`config.mk`:
```
export PLATFORM = sky130hd
export DESIGN_NAME = rr_arbiter_4_flat
export DESIGN_NICKNAME = d
export VERILOG_FILES = /design/src/rtl/arb_pkg.sv /design/src/rtl/rr_arbiter_4_if.sv /design/src/rtl/rr_next_idx.sv /design/src/rtl/rr_arbiter_4.sv /design/src/flat_wrapper.sv
export SDC_FILE = /design/constraint.sdc
export NUM_CORES = 1
export LEC_CHECK = 0
export CAP_MARGIN = 15
export CORE_UTILIZATION = 45
export CTS_BUF_LIST = sky130_fd_sc_hd__clkbuf_16
export DETAILED_ROUTE_END_ITERATION = 8
export PLACE_DENSITY = 0.69
export SETUP_SLACK_MARGIN = 0.4
export SLEW_MARGIN = 20
export SYNTH_ARGS = -nofsm -noshare
export SYNTH_HDL_FRONTEND = slang
export SYNTH_SLANG_ARGS = --single-unit
```
`constraint.sdc`:
```
create_clock -name clk -period 4.45 [get_ports clk]
set_input_delay 1.1125 -clock clk [delete_from_list [all_inputs] [get_ports clk]]
set_output_delay 1.1125 -clock clk [all_outputs]
set_load 0.05 [all_outputs]
```
`src/rtl/arb_pkg.sv`:
```
// Shared types and constants for the 4-way round-robin arbiter.
//   N_REQ        : number of requesters
//   IDX_W        : width of a requester index
//   arb_state_e  : arbiter FSM states
//   idx_to_onehot: index-to-one-hot decode used for the grant vector
package arb_pkg;

  localparam int unsigned N_REQ = 4;
  localparam int unsigned IDX_W = 2;

  typedef enum logic {
    ARB_IDLE = 1'b0,
    ARB_BUSY = 1'b1
  } arb_state_e;

  // One-hot decode of a requester index (2-to-4 decoder style).
  function automatic logic [N_REQ-1:0] idx_to_onehot(input logic [IDX_W-1:0] idx);
    return N_REQ'(1) << idx;
  endfunction

endpackage

```
`src/rtl/rr_arbiter_4_if.sv`:
```
// Request/grant bundle between requesting blocks and the arbiter.
//   en      : arbiter enable
//   req     : level-sensitive request per requester
//   lock    : owner asks for no preemption (honoured only with ARB_LOCK_EN)
//   gnt     : registered one-hot grant
//   gnt_idx : binary index of the current owner
//   gnt_vld : grant present
// master = requester side, slave = arbiter side.
interface rr_arbiter_4_if;
  import arb_pkg::*;

  logic             en;
  logic [N_REQ-1:0] req;
  logic             lock;
  logic [N_REQ-1:0] gnt;
  logic [IDX_W-1:0] gnt_idx;
  logic             gnt_vld;

  modport master (
    output en, req, lock,
    input  gnt, gnt_idx, gnt_vld
  );

  modport slave (
    input  en, req, lock,
    output gnt, gnt_idx, gnt_vld
  );

endinterface

```
`src/rtl/rr_next_idx.sv`:
```
// Combinational circular priority picker.
// Searches req starting at start_idx and wrapping, optionally masking one
// requester (excl_idx), and reports the first set bit.
//   req       : request vector
//   start_idx : highest-priority position for this search
//   excl_en   : enable masking of excl_idx
//   excl_idx  : requester to skip
//   found     : some unmasked request exists
//   idx       : index of the winner (start_idx when nothing found)
module rr_next_idx
  import arb_pkg::*;
(
  input  logic [N_REQ-1:0] req,
  input  logic [IDX_W-1:0] start_idx,
  input  logic             excl_en,
  input  logic [IDX_W-1:0] excl_idx,
  output logic             found,
  output logic [IDX_W-1:0] idx
);

  logic [N_REQ-1:0] masked;

  always_comb begin
    masked = req;
    if (excl_en) begin
      masked[excl_idx] = 1'b0;
    end
  end

  // Walk offsets from farthest to nearest so the nearest hit wins.
  always_comb begin
    logic [IDX_W-1:0] cand;
    cand  = '0;
    found = 1'b0;
    idx   = start_idx;
    for (int i = N_REQ - 1; i >= 0; i--) begin
      cand = start_idx + IDX_W'(i);
      if (masked[cand]) begin
        found = 1'b1;
        idx   = cand;
      end
    end
  end

endmodule

```
`src/rtl/rr_arbiter_4.sv`:
```
// Round-robin arbiter sharing one resource among 4 requesters.
// Grants are registered one-hot, held while the owner keeps requesting,
// and rotated after MAX_HOLD cycles when someone else is waiting
// (MAX_HOLD = 0 disables the limit).
// Build option: ARB_LOCK_EN -- when defined, lock=1 suppresses the hold
// timeout; otherwise lock is ignored.
//   clk  : clock, rising edge
//   rst  : asynchronous, active-high reset
//   bus  : rr_arbiter_4_if.slave (en, req, lock in; gnt, gnt_idx, gnt_vld out)
module rr_arbiter_4
  import arb_pkg::*;
#(
  parameter int unsigned MAX_HOLD = 8
) (
  input  logic            clk,
  input  logic            rst,
  rr_arbiter_4_if.slave   bus
);

  localparam int unsigned    CNT_W    = (MAX_HOLD == 0) ? 1 : $clog2(MAX_HOLD + 1);
  localparam logic [CNT_W-1:0] HOLD_MAX = CNT_W'(MAX_HOLD);
  localparam logic [CNT_W-1:0] HOLD_ONE = CNT_W'(1);

  arb_state_e       state_q, state_d;
  logic [IDX_W-1:0] last_idx_q, last_idx_d;
  logic [CNT_W-1:0] hold_cnt_q, hold_cnt_d;
  logic [IDX_W-1:0] gnt_idx_q, gnt_idx_d;
  logic             gnt_vld_q, gnt_vld_d;
  logic [N_REQ-1:0] gnt_q, gnt_d;

  logic             owner_req;
  logic             lock_hold;
  logic             timeout;
  logic             pick_found;
  logic [IDX_W-1:0] pick_idx;

`ifdef ARB_LOCK_EN
  assign lock_hold = bus.lock;
`else
  logic lock_unused;
  assign lock_unused = bus.lock;
  assign lock_hold   = 1'b0;
`endif

  assign owner_req = bus.req[gnt_idx_q];
  assign timeout   = (MAX_HOLD != 0) && (hold_cnt_q == HOLD_MAX) && !lock_hold;

  // Search starts after the last winner; a still-requesting owner is skipped
  // so a timeout can only rotate to someone else.
  rr_next_idx u_pick (
    .req       (bus.req),
    .start_idx (last_idx_q + IDX_W'(1)),
    .excl_en   ((state_q == ARB_BUSY) && owner_req),
    .excl_idx  (gnt_idx_q),
    .found     (pick_found),
    .idx       (pick_idx)
  );

  // State and grant registers.
  always_ff @(posedge clk or posedge rst) begin
    if (rst) begin
      state_q    <= ARB_IDLE;
      last_idx_q <= IDX_W'(N_REQ - 1);
      hold_cnt_q <= '0;
      gnt_idx_q  <= '0;
      gnt_vld_q  <= 1'b0;
      gnt_q      <= '0;
    end else begin
      state_q    <= state_d;
      last_idx_q <= last_idx_d;
      hold_cnt_q <= hold_cnt_d;
      gnt_idx_q  <= gnt_idx_d;
      gnt_vld_q  <= gnt_vld_d;
      gnt_q      <= gnt_d;
    end
  end

  // Next-state, hold counter and grant selection.
  always_comb begin
    state_d    = state_q;
    last_idx_d = last_idx_q;
    hold_cnt_d = hold_cnt_q;
    gnt_idx_d  = gnt_idx_q;
    gnt_vld_d  = gnt_vld_q;

    if (!bus.en) begin
      // last_idx is kept so fairness resumes where it stopped.
      state_d    = ARB_IDLE;
      gnt_vld_d  = 1'b0;
      hold_cnt_d = '0;
    end else begin
      case (state_q)
        ARB_IDLE: begin
          if (pick_found) begin
            state_d    = ARB_BUSY;
            last_idx_d = pick_idx;
            gnt_idx_d  = pick_idx;
            gnt_vld_d  = 1'b1;
            hold_cnt_d = HOLD_ONE;
          end
        end
        ARB_BUSY: begin
          if (!owner_req || (timeout && pick_found)) begin
            // Release or timeout: hand over on the same edge, no bubble.
            if (pick_found) begin
              last_idx_d = pick_idx;
              gnt_idx_d  = pick_idx;
              hold_cnt_d = HOLD_ONE;
            end else begin
              state_d    = ARB_IDLE;
              gnt_vld_d  = 1'b0;
              hold_cnt_d = '0;
            end
          end else if ((MAX_HOLD != 0) && (hold_cnt_q != HOLD_MAX)) begin
            hold_cnt_d = hold_cnt_q + HOLD_ONE;
          end
        end
        default: begin
          state_d   = ARB_IDLE;
          gnt_vld_d = 1'b0;
        end
      endcase
    end
  end

  assign gnt_d = gnt_vld_d ? idx_to_onehot(gnt_idx_d) : '0;

  assign bus.gnt     = gnt_q;
  assign bus.gnt_idx = gnt_idx_q;
  assign bus.gnt_vld = gnt_vld_q;

endmodule

```
`src/flat_wrapper.sv`:
```
// flat-port wrapper written by rule: the top's interface ports become plain ports
module rr_arbiter_4_flat import arb_pkg::*;
#(
  parameter int unsigned MAX_HOLD = 8
)
  (clk, rst, bus_en, bus_req, bus_lock, bus_gnt, bus_gnt_idx, bus_gnt_vld);
  rr_arbiter_4_if bus_i ();
  input  logic clk;
  input  logic rst;
  input wire logic [$bits(bus_i.en)-1:0] bus_en;
  input wire logic [$bits(bus_i.req)-1:0] bus_req;
  input wire logic [$bits(bus_i.lock)-1:0] bus_lock;
  output wire logic [$bits(bus_i.gnt)-1:0] bus_gnt;
  output wire logic [$bits(bus_i.gnt_idx)-1:0] bus_gnt_idx;
  output wire logic [$bits(bus_i.gnt_vld)-1:0] bus_gnt_vld;
  assign bus_i.en = bus_en;
  assign bus_i.req = bus_req;
  assign bus_i.lock = bus_lock;
  assign bus_gnt = bus_i.gnt;
  assign bus_gnt_idx = bus_i.gnt_idx;
  assign bus_gnt_vld = bus_i.gnt_vld;
  rr_arbiter_4 #(.MAX_HOLD(MAX_HOLD)) u_core (.clk(clk), .rst(rst), .bus(bus_i));
endmodule
```
Yosys cells after proc, flatten, opt, wreduce, memory -nomap -nowiden
Index checks and enable logic that the tools add are counted.
{"block": "totals", "romBits": 0, "ram_bits": 0, "output_inout_bits": 7, "latch_bits": 0, "word_cells": 77, "in_bits": 8, "n_memories": 0, "reg_bits": 14}
{"block": "op_classes", "reduce_logical": 7, "mul": 0, "n_addsub": 5, "muxes": 44, "bitwise_logic": 3, "n_eq_ne": 5, "n_lt_le_gt_ge": 6, "shifts": 1, "div_mod_pow": 0}
{"operator": "two-way mux 4 bit", "n": 6}
{"operator": "two-way mux 1 bit", "n": 18}
{"operator": "two-way mux 2 bit", "n": 9}
{"operator": "< comparator 2 x 3 -> 1 bit, second input constant", "n": 5}
{"operator": "binary-select mux 1 bit (select 2 bit)", "n": 5}
{"operator": "inequality test 4 bit, second input constant", "n": 2}
{"operator": "case mux 2 bit (2 select lines)", "n": 2}
{"operator": "case mux 4 bit (2 select lines)", "n": 1}
{"operator": "adder 2 x 1 -> 2 bit, second input constant", "n": 2}
{"operator": "adder 2 bit, second input constant", "n": 2}
{"operator": "adder 4 x 1 -> 4 bit, second input constant", "n": 1}
{"operator": "AND 4 bit", "n": 1}
{"operator": "== test 4 bit, second input constant", "n": 1}
{"operator": "NOT 4 bit", "n": 1}
{"operator": "case mux 1 bit (2 select lines)", "n": 2}
{"operator": "AND reduction 2 bit", "n": 2}
{"operator": "left shift 1 x 2 -> 4 bit, first input constant", "n": 1}
{"operator": "logical AND 1 bit", "n": 3}
{"operator": "inequality test 3 x 2 -> 1 bit, second input constant", "n": 1}
{"operator": "demux 1 bit (select 2 bit)", "n": 1}
{"operator": "greater-or-equal comparator 2 x 1 -> 1 bit, second input constant", "n": 1}
{"operator": "inequality test 2 bit, second input constant", "n": 1}
{"operator": "logical NOT 1 bit", "n": 1}
{"operator": "logical OR 1 bit", "n": 1}
{"operator": "NOT 1 bit", "n": 1}

Longest topological paths before layout
{"block": "logic_depth", "ltp_word": 20, "depth_mapped": 8, "mapped_depth_nobuf": 8}

By module
From an unflattened synthesis, not the netlist that was laid out.
{"block": "hier_totals", "cells_unflattened": 113, "area_unflattened_um2": 1066.0}
{"module": "rr_arbiter_4", "seq_area_each_um2": 352.8, "instances": 1, "area_per_inst_um2": 857.1, "cells_each": 82}
{"module": "rr_next_idx", "seq_area_each_um2": 0.0, "instances": 1, "area_per_inst_um2": 209.0, "cells_each": 31}

Least setup slack after synthesis
OpenSTA, ideal clock, no wires.
{"block": "synth_timing", "kind": "input-to-reg", "startpoint": "in bus_req[3]", "endpoint": "reg u_core.gnt_q[0], in the netlist u_core.bus.gnt[0]", "t_arrival_ns": 2.441, "stages": 5, "required_ns": 4.329, "n_path_buf": 0, "setup_time_ns": 0.121, "path_slack_ns": 1.888, "cell_sequence": "mux4_2 -> a31oi_4 -> o21ai_2 -> nand4bb_4 -> and4b_1"}
{"block": "synth_between", "elab_chain_cells": 17, "elab_cells_between_ends": 35, "classes_between": "1 x shift; 29 x mux; 1 x bitwise; 4 x reduce/logical"}
{"element": "start, declared", "line": "flat_wrapper.sv:11", "source": "input wire logic [$bits(bus_i.req)-1:0] bus_req;"}
{"element": "binary-select mux 1 bit (select 2 bit)", "line": "rr_arbiter_4.sv:45", "source": "assign owner_req = bus.req[gnt_idx_q];"}
{"element": "two-way mux 1 bit (implied by the code)", "line": "rr_arbiter_4.sv:45"}
{"element": "logical AND 1 bit", "line": "rr_arbiter_4.sv:53", "source": ".excl_en ((state_q == ARB_BUSY) && owner_req),"}
{"element": "two-way mux 4 bit", "line": "rr_next_idx.sv:25", "source": "if (excl_en) begin"}
{"element": "binary-select mux 1 bit (select 2 bit)", "line": "rr_next_idx.sv:38", "source": "if (masked[cand]) begin"}
{"element": "two-way mux 1 bit (implied by the code)", "line": "rr_next_idx.sv:38"}
{"element": "two-way mux 1 bit (4 in series)", "line": "rr_next_idx.sv:38"}
{"element": "logical AND 1 bit", "line": "rr_arbiter_4.sv:103", "source": "if (!owner_req || (timeout && pick_found)) begin"}
{"element": "logical OR 1 bit", "line": "rr_arbiter_4.sv:103"}
{"element": "two-way mux 2 bit", "line": "rr_arbiter_4.sv:103"}
{"element": "case mux 2 bit (2 select lines)", "line": "rr_arbiter_4.sv:92", "source": "case (state_q)"}
{"element": "two-way mux 2 bit", "line": "rr_arbiter_4.sv:86", "source": "if (!bus.en) begin"}
{"element": "left shift 1 x 2 -> 4 bit", "line": "arb_pkg.sv:18", "source": "return N_REQ'(1) << idx;"}
{"element": "two-way mux 4 bit *", "line": "rr_arbiter_4.sv:126", "source": "assign gnt_d = gnt_vld_d ? idx_to_onehot(gnt_idx_d) : '0;"}
{"element": "named net u_core.gnt_d[0]", "line": "rr_arbiter_4.sv:29", "source": "logic [N_REQ-1:0] gnt_q, gnt_d;"}
{"element": "end signal, assigned", "line": "rr_arbiter_4.sv:74", "source": "gnt_q <= gnt_d;"}
{"element": "end, declared", "line": "rr_arbiter_4.sv:29"}
The timed path passes the listed nets; every way through them passes the cells marked *. The select of a mux whose other input is x is not followed.
A chain may end at the register's enable or synchronous reset.

Worst setup path in the final report
Same ends and word-level chain as after synthesis.

==> flow_metrics.py <==
metrics = {
    "layout": {
        "layout_commonest_cell": "clkdlybuf4s50_1",
        "fin_util_pct": 62.6,
        "final_layout_size_suffix_gt1_share_pct": 11.3,
        "diodes": 0,
        "layout_common_cells": "clkdlybuf4s50_1, dfrtp_1, inv_1, nand2_1, nor2_1",
        "area_delta_synth_final_pct": 24.1,
        "nFillCells": 158,
        "fin_area_sq_um": 1130,
        "fin_nets": 117,
    },
    "min_path": {
        "min_from": "u_core.hold_cnt_q[2]",
        "whs_endpoint": "u_core.hold_cnt_q[2]",
        "hp-class": "flop to flop",
        "whs_path_depth": 1,
    },
    "sta": {
        "slew_viol_final": 0,
        "period_minus_slack_ns": 3.02,
        "fin_crit_sh_pct": 67.9,
        "worst_pin_slew_ns": 0.644,
        "finalClockSkew_ns": 0.000819,
        "fin_tns_setup_ns": 0,
        "setup_violations": 0,
        "rsz0062_at_grt": "false",
        "setup_ws_ns": 1.43,
        "finalHoldViolCount": 0,
        "fmax_mhz": 331,
        "relSlewSlack_pct": 57.0,
    },
    "clocking": {
        "htreeDepth": 1,
        "post_cts_resized": 0,
        "cts_made_buffers": 3,
        "postCtsHoldBufs": 0,
        "worstSkewPairLatency_ns": 0.24,
        "cts_root_buf": "clkbuf_16",
        "clk_pin_slew_ns": 0.05,
        "cts_tree": "done",
        "cts_buffer_depth": 2,
        "cts_sinks": 14,
        "cts_setup_buffers": 0,
    },
    "floorplanning": {
        "die_y_um": 46.9,
        "core_area_sq_um": 1800,
        "rows": 15,
        "boundaryPins": 15,
        "start_util_pct": 50.4,
        "die_w_um": 46.9,
        "fp.dieArea_sq_um": 2200,
    },
    "synth": {
        "syn_area_sq_um": 908,
        "synth_cell_types": 44,
        "synthMuxAreaShare_pct": 2.48,
        "ys_ff_latch": 14,
        "yosys.area.top_type": "dfrtp_1",
        "synth.avg_cell_area_sq_um": 9.87,
        "synth_cells": 92,
        "synthSimpleGateAreaFrac_pct": 25.1,
        "synth_adder_area_share_pct": 2.75,
        "ys.warnings.count": 0,
        "ys_async_sr_fraction_pct": 100,
        "synth_edf_count": 0,
        "synth_top_family_by_area": "simple AND/OR/NAND/NOR gates",
        "synth_top_area_share_pct": 33.1,
        "ys.flop_type": "dfrtp_1",
        "seq_area_frac_synth_pct": 38.8,
        "syn_nets": 102,
        "ys_top_cells_by_area": "dfrtp_1, dfstp_2, inv_1",
        "synth_compound_area_share_pct": 22.0,
        "synth_xor_area_share_pct": 1.93,
    },
    "placed_design": {
        "dpl_cell_area_sq_um": 1050,
        "gp_congestion": 0.781,
        "portBuffers": 13,
        "dp_hpwl_um": 1250,
        "place_ws_ns": 1.21,
    },
    "setup_path": {
        "cp_max_fo": 7,
        "critPathKind": "input port to flop",
        "arrival_ns": 3.15,
        "r2r_end": "u_core.bus.gnt[0]",
        "r2r_cells": 5,
        "r2r-start": "u_core.bus.gnt_idx[0]",
        "crit_chain": "clkdlybuf4s50_1 > mux4_2 > a31oi_4 > o21ai_2 > nand4bb_4 > and4b_1",
        "slowest_stage": "mux4_2",
        "r2r_setup_slack_ns": 2.27,
        "crit_required_ns": 4.58,
        "start_kind": "input port",
        "critical-path-max-stage-delay_ns": 0.61,
        "end_kind": "flop",
    },
    "global_routing": {
        "grt.overflow.total": 0,
        "track_usage_pct": 19.4,
        "grt_max_degree": 15,
        "antenna_found_initial": 0,
        "grt_pass1_wl_um": 3000,
        "grt_pass1_vias": 680,
    },
    "drt": {
        "wl_per_cell_um": 13.2,
        "drt-total-wl_um": 1730,
        "drt-initial-drc-count": 23,
        "ant_nets": 0,
        "detail_route.vias_per_cell": 5.73,
        "drt_pass1_iterations": 4,
        "post-route-drc-count": 0,
        "vias": 750,
    },
    "pwr": {
        "ir_worst_vdd_v": 0.000372,
        "p_per_area_nw_per_um2": 580,
        "power_leakage_nw": 0.486,
    },
    "run_status": {
        "outcome": "finished, final reports clean",
    },
    "run": {
        "drv_cap": 0,
    },
}
==> cell usage after synthesis (3+ instances only) <==
cell	instances
dfrtp_1	12
inv_1	10
nand2_1	7
nand3_1	3
nand3b_1	3
nor2_1	5
o21ai_0	3
==> metal layers <==
layer  vias up  track usage (%)  routed length (um)
met2        15             27.8                 738
met1       356             29.3                 920
met3         2             3.46                  63
met5         -                0                   0
li1        377                -                   -
met4         0             6.86                  10
==> where the power goes <==
group | switching (mW) | internal [mW] | total, mW
Sequential | 0.0431 | 0.164 | 0.207
Combinational | 0.166 | 0.112 | 0.278
Clock | 0.0497 | 0.119 | 0.168
==> worst max path at each step <==
stage / from / end / slack [ns] / depth (start not counted)
final: bus_req[3] / u_core.bus.gnt[0] / 1.43 / 6
after global routing: bus_req[3] / u_core.bus.gnt[3] / 1.33 / 6
after CTS: bus_req[3] / u_core.bus.gnt[0] / 1.42 / 6
after detailed placement: bus_req[3] / u_core.bus.gnt[0] / 1.21 / 6
after global placement: bus_req[3] / u_core.bus.gnt[0] / 1.21 / 6
after floorplan: bus_req[3] / u_core.bus.gnt[0] / 1.89 / 5
==> critical path: cells and delay by family <==
family                 cells  cell delay, ns
multiplexers               1            0.61
buffers and inverters      1            0.52
AND/OR/NAND/NOR            2            0.53
AO/OA/AOI/OAI              2            0.37
==> sequential cells by signal, indices dropped and copies added (netlist names) <==
signal and cells:
u_core.bus.gnt 4, u_core.bus.gnt_idx 2, u_core.bus.gnt_vld 1, u_core.hold_cnt_q 4, u_core.last_idx_q 2, u_core.state_q 1
==> per-stage QoR <==
step / std cells / total power [mW] / hold WS (ns)
2_1_floorplan: 92 / 0.424 / 0.454
3_3_place_gp: 127 / 0.483 / 0.481
3_5_place_dp: 127 / 0.487 / 0.487
4_1_cts: 131 / 0.658 / 0.493
5_1_grt: 131 / 0.693 / 0.542
6_report: 131 / 0.654 / 0.493
==> cell type report <==
cell class	count	area (sq um)	area share, %
Sequential cell	14	353	31.3
Tap cell	25	31.3	2.77
Timing Repair Buffer	13	130	11.5
Multi-Input combinational cell	64	493	43.7
Clock inverter	1	3.75	0.333
Inverter	11	41.3	3.66
Clock buffer	3	75.1	6.66
==> logic make-up (layout without fill, tap and decap cells) <==
family / Yosys count / count (layout)
AND/OR/NAND/NOR: 35 / 35
AO/OA/AOI/OAI: 24 / 24
flip-flops: 14 / 14
buffers and inverters: 14 / 28
adder cells (fa/ha/maj): 2 / 2
XOR/XNOR: 2 / 2
multiplexers: 1 / 1
Power figures use the tool's default switching activity.
==> RTL edit (same flow settings) <==
The package constant `N_REQ` goes from 4 to 3.
--- a/src/rtl/arb_pkg.sv
+++ b/src/rtl/arb_pkg.sv
@@ -5,7 +5,7 @@
 //   idx_to_onehot: index-to-one-hot decode used for the grant vector
 package arb_pkg;
 
-  localparam int unsigned N_REQ = 4;
+  localparam int unsigned N_REQ = 3;
   localparam int unsigned IDX_W = 2;
 
   typedef enum logic {
Interface: changed (resized bus_gnt and bus_req); port bits go from 15 to 13. No check against the original RTL was run, so the function may have changed too.
==> RTL edit against the unedited design <==
Worst setup slack worse by 0.047 ns. Sequential cell count down 1. Cell area grew 4.1%. Largest cell class unchanged. Wire length increased by 13%. Synthesized area increased by 8.1%. Sequential power grew 9%. Power up 19%. First-iteration DRC count is 52% lower. Core utilization is 3.9 points lower.
==> RTL edit: results (changes against the unedited design) <==
* CP max stage delay at 0.59 ns (was 0.61 ns)
* Sequential-to-total area share from yosys stat at 33.2% (was 38.8%)
* Routed WL at 1960 µm (was 1730 µm)
* Non-Clock Inverter Count at 9 (was 11)
* DRT iter0 DRCs at 11 (was 23)
* Crit-path max FO at 9 (was 7)
* First-pass GRT wire length at 3420 µm (was 3000 µm)
* Syn Area/Cell at 9.27 µm² (was 9.87 µm²)
* Status: finished, final reports clean (unchanged)
* Critical Path AT at 3.22 ns (was 3.15 ns)
* Synth cell types at 52 (was 44)
* Slowest CP cell: or4b_1 (was mux4_2)
* Synthesized instance count at 106 (was 92)
* Via density at 5.89 (was 5.73)
* Final HPWL DP at 1480 µm (was 1250 µm)
* Buffers excl. clock at 12 (was 13)
* # clock sinks at 13 (was 14)
* Synth cell count leaders: 12 x dfrtp_1, 9 x inv_1, 6 x nand2_1 (was 12 x dfrtp_1, 10 x inv_1, 7 x nand2_1)
* CP top delay family: compound AO/OA/AOI/OAI gates (was multiplexers)
* Share of cells above drive strength 1 at 12.8% (was 11.3%)
* Skew final at 0.00139 ns (was 0.000819 ns)
* Gr usage total at 18.8% (was 19.4%)
* DR WL/cell at 13.6 µm (was 13.2 µm)
* ClkCell Share at 6.72% (was 6.99%)
* Number of port buffers at 11 (was 13)
* Placed cell areas at 0.00109 mm² (was 0.00105 mm²)
* Fill cell count at 177 (was 158)
* Largest net degree at the start of global routing at 17 (was 15)
* Vias in the first global route at 748 (was 680)
* Multi-input gate share of total cell area at 49.7% (was 43.7%)
* Leak pwr at 0.473 nW (was 0.486 nW)
* Worst ir drop on vdd at 0.000424 V (was 0.000372 V)
* Net Count, Synth at 115 (was 102)
* Placement Setup Slack at 1.16 ns (was 1.21 ns)
==> RTL edit: cell types whose count changed after synthesis, moves of 3 or more <==
cell	delta
a21oi_1	+3
buf_4	+3
o22ai_1	+3
or3_1	+3
==> RTL edit: final timing paths <==
| kind | depth (start not counted) | to | slack [ns] | startpoint |
|---|---|---|---|---|
| worst max-delay path | 6 | u_core.bus.gnt[0]$_DFF_PP0_ | 1.38 | bus_req[2] |
| worst min-delay path | 1 | u_core.hold_cnt_q[0]$_DFFE_PP0P_ | 0.56 | u_core.hold_cnt_q[0]$_DFFE_PP0P_ |
| worst max register to register | 6 | u_core.bus.gnt[0]$_DFF_PP0_ | 2.16 | u_core.bus.gnt_idx[0]$_DFF_PP0_ |
| worst min register to register | 1 | u_core.hold_cnt_q[0]$_DFFE_PP0P_ | 0.56 | u_core.hold_cnt_q[0]$_DFFE_PP0P_ |
| max in group asynchronous | 2 | u_core.last_idx_q[1]$_DFFE_PP1P_ | 2.92 | rst |
| min in group asynchronous | 2 | u_core.hold_cnt_q[3]$_DFFE_PP0P_ | 1.19 | rst |
==> RTL edit: logic make-up after synthesis <==
kind of cell	share of synthesized area, %
compound gates	28.2
xor+xnor	0.892
fa+ha+maj	2.55
buf+inv	7.39
flops	33.2
mux	2.17
simple gates	25.6
==> RTL edit: routing by layer <==
metal	vias to the layer above	global-route usage, %	share of wire (%)
met1	400	25.4	50
met3	4	5.66	4.2
met4	0	5.88	0.92
met2	19	28.7	45
met5	-	0	0
li1	425	-	-
==> RTL edit: power by group <==
group	switching, mW	leakage [nW]	internal (mW)	total [mW]
Combinational	0.225	0.264	0.167	0.392
Clock	0.0430	0.0423	0.118	0.161
Sequential	0.0679	0.167	0.157	0.225
Total	0.336	0.473	0.442	0.778
